==> config.mk <==
export PLATFORM = sky130hd
export DESIGN_NAME = fetch_pc_unit
export DESIGN_NICKNAME = d
export VERILOG_FILES = /design/src/rtl/fetch_pc_unit_pkg.sv /design/src/rtl/fetch_pc_unit_npc_calc.sv /design/src/rtl/fetch_pc_unit.sv
export SDC_FILE = /design/constraint.sdc
export NUM_CORES = 1
export LEC_CHECK = 0
export CAP_MARGIN = 40
export CORE_MARGIN = 5
export CORE_UTILIZATION = 45
export DETAILED_ROUTE_END_ITERATION = 12
export GPL_TIMING_DRIVEN = 0
export PLACE_DENSITY_LB_ADDON = 0.25
export SLEW_MARGIN = 10
export SYNTH_ARGS = -nofsm -noshare
export SYNTH_HDL_FRONTEND = slang
export SYNTH_HIERARCHICAL = 1
export SYNTH_SLANG_ARGS = --single-unit
==> constraint.sdc <==
create_clock -name clk -period 6.58 [get_ports clk]
set_input_delay 1.316 -clock clk [delete_from_list [all_inputs] [get_ports clk]]
set_output_delay 1.316 -clock clk [all_outputs]
set_load 0.01 [all_outputs]
==> src/rtl/fetch_pc_unit_pkg.sv <==
// Shared constants for the IF-stage PC unit: control-flow type codes, reset PC and NOP.
// Used by fetch_pc_unit and npc_calc (build option PC_ALIGN_CHECK_EN lives in those files).
package fetch_pc_unit_pkg;

    localparam logic [2:0] BR_NONE = 3'd0;
    localparam logic [2:0] BR_BEQ  = 3'd1;
    localparam logic [2:0] BR_BNE  = 3'd2;
    localparam logic [2:0] BR_J    = 3'd3;
    localparam logic [2:0] BR_JAL  = 3'd4;
    localparam logic [2:0] BR_JR   = 3'd5;
    localparam logic [2:0] BR_JALR = 3'd6;

    localparam logic [31:0] RESET_PC_DEFAULT = 32'h0000_3000;
    localparam logic [31:0] NOP_INSTR        = 32'h0000_0000;

endpackage

==> src/rtl/fetch_pc_unit_npc_calc.sv <==
// npc_calc: combinational next-PC select from the instruction currently in ID.
// With PC_ALIGN_CHECK_EN a misaligned jr/jalr target is flagged; without it the low bits are cleared.
module npc_calc
    import fetch_pc_unit_pkg::*;
#(
    parameter int ADDR_W = 32
) (
    input  logic [ADDR_W-1:0] if_pc_i,
    input  logic [ADDR_W-1:0] id_pc_i,
    input  logic [15:0]       imm16_i,
    input  logic [25:0]       idx26_i,
    input  logic [2:0]        br_type_i,
    input  logic              cmp_eq_i,
    input  logic              cmp_neq_i,
    input  logic [ADDR_W-1:0] rs_fwd_i,
    output logic [ADDR_W-1:0] next_pc_o,
    output logic              redirect_o,
    output logic              tgt_misalign_o
);

    logic [ADDR_W-1:0] pc_plus4;
    logic [ADDR_W-1:0] id_pc_plus4;
    logic [ADDR_W-1:0] br_target;
    logic [ADDR_W-1:0] j_target;
    logic [ADDR_W-1:0] target;
    logic              taken;

    assign pc_plus4    = if_pc_i + ADDR_W'(4);
    assign id_pc_plus4 = id_pc_i + ADDR_W'(4);
    assign br_target   = id_pc_plus4 + {{(ADDR_W-18){imm16_i[15]}}, imm16_i, 2'b00};
    assign j_target    = {id_pc_plus4[ADDR_W-1:28], idx26_i, 2'b00};

    // NOTE: every output of this block gets a default first, so no path leaves it unassigned and no latch is inferred.
    always_comb begin
        taken  = 1'b0;
        target = pc_plus4;
        case (br_type_i)
            BR_BEQ:         begin taken = cmp_eq_i;  target = br_target; end
            BR_BNE:         begin taken = cmp_neq_i; target = br_target; end
            BR_J, BR_JAL:   begin taken = 1'b1;      target = j_target;  end
            BR_JR, BR_JALR: begin taken = 1'b1;      target = rs_fwd_i;  end
            default:        ;
        endcase
    end

    assign redirect_o = taken;

`ifdef PC_ALIGN_CHECK_EN
    logic is_reg_jump;
    assign is_reg_jump    = (br_type_i == BR_JR) || (br_type_i == BR_JALR);
    assign tgt_misalign_o = taken && is_reg_jump && (target[1:0] != 2'b00);
    assign next_pc_o      = taken ? target : pc_plus4;
`else
    assign tgt_misalign_o = 1'b0;
    assign next_pc_o      = taken ? (target & ~ADDR_W'(3)) : pc_plus4;
`endif

endmodule

==> src/rtl/fetch_pc_unit.sv <==
// fetch_pc_unit: IF-stage program counter plus IF/ID register, delay slot always executed, no flush.
// Build option PC_ALIGN_CHECK_EN: a misaligned jr/jalr freezes the PC and sets a sticky pc_misalign.
module fetch_pc_unit
    import fetch_pc_unit_pkg::*;
#(
    parameter int              ADDR_W   = 32,
    parameter logic [ADDR_W-1:0] RESET_PC = RESET_PC_DEFAULT
) (
    input  logic              clk,
    input  logic              reset,
    input  logic              stall,
    input  logic [31:0]       im_instr,
    input  logic [2:0]        br_type,
    input  logic              cmp_eq,
    input  logic              cmp_neq,
    input  logic [ADDR_W-1:0] rs_fwd,
    output logic [ADDR_W-1:0] if_pc,
    output logic [31:0]       id_instr,
    output logic [ADDR_W-1:0] id_pc,
    output logic [ADDR_W-1:0] id_pc8,
    output logic              redirect,
    output logic              pc_misalign
);

    logic [ADDR_W-1:0] if_pc_q,    if_pc_d;
    logic [31:0]       id_instr_q, id_instr_d;
    logic [ADDR_W-1:0] id_pc_q;
    logic              pc_misalign_q, pc_misalign_d;
    logic [ADDR_W-1:0] next_pc;
    logic              tgt_misalign;
    logic              fault;

    npc_calc #(.ADDR_W(ADDR_W)) u_npc_calc (
        .if_pc_i        (if_pc_q),
        .id_pc_i        (id_pc_q),
        .imm16_i        (id_instr_q[15:0]),
        .idx26_i        (id_instr_q[25:0]),
        .br_type_i      (br_type),
        .cmp_eq_i       (cmp_eq),
        .cmp_neq_i      (cmp_neq),
        .rs_fwd_i       (rs_fwd),
        .next_pc_o      (next_pc),
        .redirect_o     (redirect),
        .tgt_misalign_o (tgt_misalign)
    );

    // tgt_misalign is constant 0 unless the alignment trap is built in, so fault then never fires.
    assign fault         = pc_misalign_q || tgt_misalign;
    assign if_pc_d       = fault ? if_pc_q : next_pc;
    assign id_instr_d    = fault ? NOP_INSTR : im_instr;
    assign pc_misalign_d = fault;

    // NOTE: state updates use non-blocking assignments so every register samples pre-edge values.
    always_ff @(posedge clk) begin
        if (reset) begin
            if_pc_q       <= RESET_PC;
            id_instr_q    <= NOP_INSTR;
            id_pc_q       <= RESET_PC;
            pc_misalign_q <= 1'b0;
        end else if (!stall) begin
            if_pc_q       <= if_pc_d;
            id_instr_q    <= id_instr_d;
            id_pc_q       <= if_pc_q;
            pc_misalign_q <= pc_misalign_d;
        end
    end

    assign if_pc       = if_pc_q;
    assign id_instr    = id_instr_q;
    assign id_pc       = id_pc_q;
    assign id_pc8      = id_pc_q + ADDR_W'(8);
    assign pc_misalign = pc_misalign_q;

endmodule

==> results of run 1 <==
[routing by layer]
metal | track usage, % | share of wire (%) | wire length [um] | up-vias
li1 | - | - | - | 3875
met1 | 37.2 | 43 | 12000 | 3800
met2 | 44.0 | 44 | 12300 | 397
met3 | 6.66 | 9.9 | 2740 | 49
met4 | 7.90 | 2.4 | 658 | 0
met5 | 0 | 0 | 0 | -
[worst max path at each step]
| stage | depth (start not counted) | slack [ns] | startpoint | end |
|---|---|---|---|---|
| 6_report | 8 | 1.51 | br_type[0] | redirect |
| 5_1_grt | 8 | 1.38 | br_type[0] | redirect |
| 4_1_cts | 8 | 1.53 | br_type[0] | redirect |
| 3_5_place_dp | 8 | 1.53 | br_type[0] | redirect |
| 3_3_place_gp | 8 | 1.55 | br_type[0] | redirect |
| 2_1_floorplan | 16 | 2.83 | id_pc[5]$_SDFFE_PP0N_ | if_pc[29]$_SDFFE_PP0P_ |
[critical path, stage by stage]
cell                              delay, ns
sky130_fd_sc_hd__clkdlybuf4s50_1       0.59
sky130_fd_sc_hd__a21oi_1               0.10
sky130_fd_sc_hd__nor2_1                0.11
sky130_fd_sc_hd__nor2_1                0.04
sky130_fd_sc_hd__a31o_2                0.27
sky130_fd_sc_hd__inv_1                 0.23
sky130_fd_sc_hd__clkbuf_1              0.46
sky130_fd_sc_hd__clkdlybuf4s50_1       0.64
[cells in the mapped netlist, types with 11 or more instances]
library cell	number	share of area, %
sky130_fd_sc_hd__xor2_1	43	5.1
sky130_fd_sc_hd__inv_1	25	1.3
sky130_fd_sc_hd__a22oi_1	36	3.7
sky130_fd_sc_hd__nand3_1	42	2.8
sky130_fd_sc_hd__clkbuf_1	42	2.1
sky130_fd_sc_hd__ha_1	37	6.3
sky130_fd_sc_hd__nand4_1	21	1.8
sky130_fd_sc_hd__and3_1	20	1.7
sky130_fd_sc_hd__o21ai_0	34	2.3
sky130_fd_sc_hd__a21o_1	11	1.1
sky130_fd_sc_hd__nor3_1	12	0.81
sky130_fd_sc_hd__nand2_1	129	6.6
sky130_fd_sc_hd__xnor2_1	62	7.4
sky130_fd_sc_hd__mux2i_1	31	4.2
sky130_fd_sc_hd__nor2_1	102	5.2
sky130_fd_sc_hd__a21oi_1	69	4.7
sky130_fd_sc_hd__a222oi_1	16	2.2
sky130_fd_sc_hd__dfxtp_1	97	26
[logic make-up (layout without fill, tap and decap cells)]
group,count (synthesis),count (layout)
AND/OR/NAND/NOR,381,381
AO/OA/AOI/OAI,225,225
multiplexers,32,32
adder cells (fa/ha/maj),38,38
other,1,1
flip-flops,97,97
buffers and inverters,81,294
XOR/XNOR,105,105
[flip-flops by register name (all words and copies together), names as in the netlist]
signal and cells:
pc_misalign 1, id_instr 32, id_pc 32, if_pc 32
[final cells by class]
| class | count | area, um^2 | share of cell area [%] |
|---|---|---|---|
| Buffer | 56 | 244 | 2.46 |
| Clock buffer | 9 | 225 | 2.27 |
| Clock inverter | 7 | 77.6 | 0.781 |
| Inverter | 25 | 93.8 | 0.945 |
| Multi-Input combinational cell | 782 | 5110 | 51.4 |
| Sequential cell | 97 | 1940 | 19.6 |
| Tap cell | 216 | 270 | 2.72 |
| Timing Repair Buffer | 197 | 1970 | 19.9 |
[report_power, final]
group	switching, mW	total, mW	leakage, nW	internal (mW)
logic	0.167	0.308	2.94	0.141
clock network	0.274	0.543	0.144	0.269
registers	0.0341	0.639	0.787	0.605
==> results list, run 1 <==
- Maximum net fanout on the critical path: 10
* Routed length per placed instance: 19.9 um
- Post-DP HPWL: 21700 um
* Clock-pin slew on the worst setup and hold paths: 0.07 ns
- X dimension of the die: 138 um
- Of the total synthesized cell area, the portion taken by AND, OR, NAND and NOR gates is 25.1%.
- Across the run, the number of max-cap violations was 0.
- The number of nets handed over by synthesis was 1070.
- The congestion estimate from routability-driven global placement came to 0.941.
* Final-layout setup total negative slack: 0 ns
* Initial DRT Pass Iterations: 7
- The count of nets left with antenna violations once routing finished came out at 0.
* Worst Path Required: 5.26 ns
- Final Non-Filler Cells: 1389
* Final wirelength: 27700 um
- Total of buffers placed on input and output ports: 197
- In this run, synthesis inferred 0 flip-flops with an integrated enable.
* Slew margin rel.: 44.0%
- STA puts the critical path data arrival time at 3.75 ns.
* Floorplan die height: 138 um
- The synthesized netlist devotes 20.6% of its cell area to compound gates.
- Adder-cell share of the synthesized area: 6.54%
- Synthesis inferred 97 register bits.
* Slew of the pin with the lowest slew margin: 0.833 ns
- Final number of max-transition violations: 0
- Gate count after technology mapping: 960
- The worst hold path begins at if_pc[1]$_SDFFE_PP0P_.
- Vias in the first global route: 7728
- Dpl ws: 1.53 ns
- Number of nets in the final layout: 1278
* Clock Sink Count: 97
- Overall power consumption: 1.49 mW
- Final worst-path setup slack: 1.51 ns
- In the finished design, the share of the clock period the worst path needs comes to 77.0%.
- H-Tree Depth: 3
- Global route overflow: 0
* RSZ-0062 raised after global routing: false
- Final setup vio count: 0
* Final design area excluding fillers: 9930 um^2
* CTS root buffer: sky130_fd_sc_hd__clkbuf_16
* Antenna cell count: 0
- The critical path is of the input pin to output pin type.
- Count of hold buffers inserted by post-cts repair: 0
- Of the post-synthesis cell area, the part taken by muxes is 4.35%.
* Maximum vdd ir drop: 0.129 mV
- Depth of the worst register-to-register path: 17
* Peak Freq: 197 MHz
- After floorplanning, the core was divided into 46 placement rows.
- Clock latency reported for the late side of the worst-skew pair: 0.36 ns
- Dominant synthesized flop cell: sky130_fd_sc_hd__dfxtp_1
* Endpoint, Worst Hold: if_pc[1]$_SDFFE_PP0P_
- Measured on the finished design, the core utilization comes to 62.1%.
- Total die area: 19100 um^2
- Vias/cell: 5.85
- After filler insertion, the fill cell instance count of the layout stands at 1493.
- In this run the cell area of the synthesized design comes to 7390 um^2.
- Time the worst path needs with I/O delays and setup: 5.07 ns
- The worst setup path is launched from an input pin.
- Number of buffers inserted during clock tree synthesis: 9
- Power density cells: 150 nW/um^2
* Fraction of synthesized cell area in xor and xnor cells: 12.4%
- DRT iter0 DRCs: 984
- After detailed placement, the total cell area comes to 9630 um^2.
- In this run the critical register-to-register path is launched from id_pc[5]$_SDFFE_PP0N_.
* Result of the run: finished clean
- Number of antenna violations at the first check in global routing: 0
- Post-CTS timing repair inserted 0 buffers for setup.
- Resize count post-CTS: 0
- The first global-routing pass estimated 42800 um of wire.
- Mean Syn Cell Area: 7.69 um^2
* Most common cell after layout, fill and taps aside: sky130_fd_sc_hd__clkdlybuf4s50_1
- Main combinational cell family by area after synthesis: simple AND/OR/NAND/NOR gates
- Pin count of the biggest net entering global routing: 20
- The tightest hold path in the finished design has a slack of 0.493 ns.
* Number of instances on the worst hold path: 2
- Critical Path End Type: output pin
- During synthesis, Yosys emitted a total of 6 warnings.
- The number of hold-slack violations in the final timing report is 0.
* Ports placed on the boundary: 202
* Clock Path Buffers: 2
- Including well taps, the total number of placed cells is 1373.
- The share of the Yosys chip area taken by registers is 26.3%.
- The min-delay analysis places its worst path in the category register to register.
- Leaving out fill and tap cells, the most frequent cells in the layout are 197 x sky130_fd_sc_hd__clkdlybuf4s50_1, 129 x sky130_fd_sc_hd__nand2_1, 102 x sky130_fd_sc_hd__nor2_1.
- In the final layout, the share of cells above drive strength 1 is 4.86%.
* Aggregate global-route resource usage: 27.6%
- Synth unique cells: 65
- Critical R2R Capture: if_pc[27]$_SDFFE_PP0P_
- Setup Skew: 0.00752 ns
- In the routed design, unresolved DRC markers number 0.
- Static power due to leakage: 3.87 nW
- Synth-to-Final Area Change: 34.5%
- TritonCTS clock tree: built
* Floorplan Core Area: 16000 um^2
* Overall via count from detail_route: 8121
* Synth async-reset ratio: 0%
* Initial Utilization: 46.2%
- Register-to-register setup slack: 2.12 ns
Power figures use the tool's default switching activity.
==> run 2, diff against run 1 <==
==> constraint.sdc (replaced) <==
create_clock -name clk -period 5 [get_ports clk]
set_input_delay 1 -clock clk [delete_from_list [all_inputs] [get_ports clk]]
set_output_delay 1 -clock clk [all_outputs]
set_load 0.01 [all_outputs]
==> results of run 2 <==
The final DEF is identical to that of run 1. Status: finished clean.
Among the figures that moved: setup slack after placement 1.53 ns -> 0.585 ns; clock-pin slew on the worst setup and hold paths 0.07 ns -> 0.08 ns; setup slack after layout 1.51 ns -> 0.541 ns; start point of the critical path br_type[0] -> id_pc[5]$_SDFFE_PP0N_; end point of the critical path redirect -> if_pc[27]$_SDFFE_PP0P_; register-to-register setup slack 2.12 ns -> 0.54 ns; total power 1.49 mW -> 1.96 mW; worst IR drop on VDD 0.129 mV -> 0.170 mV
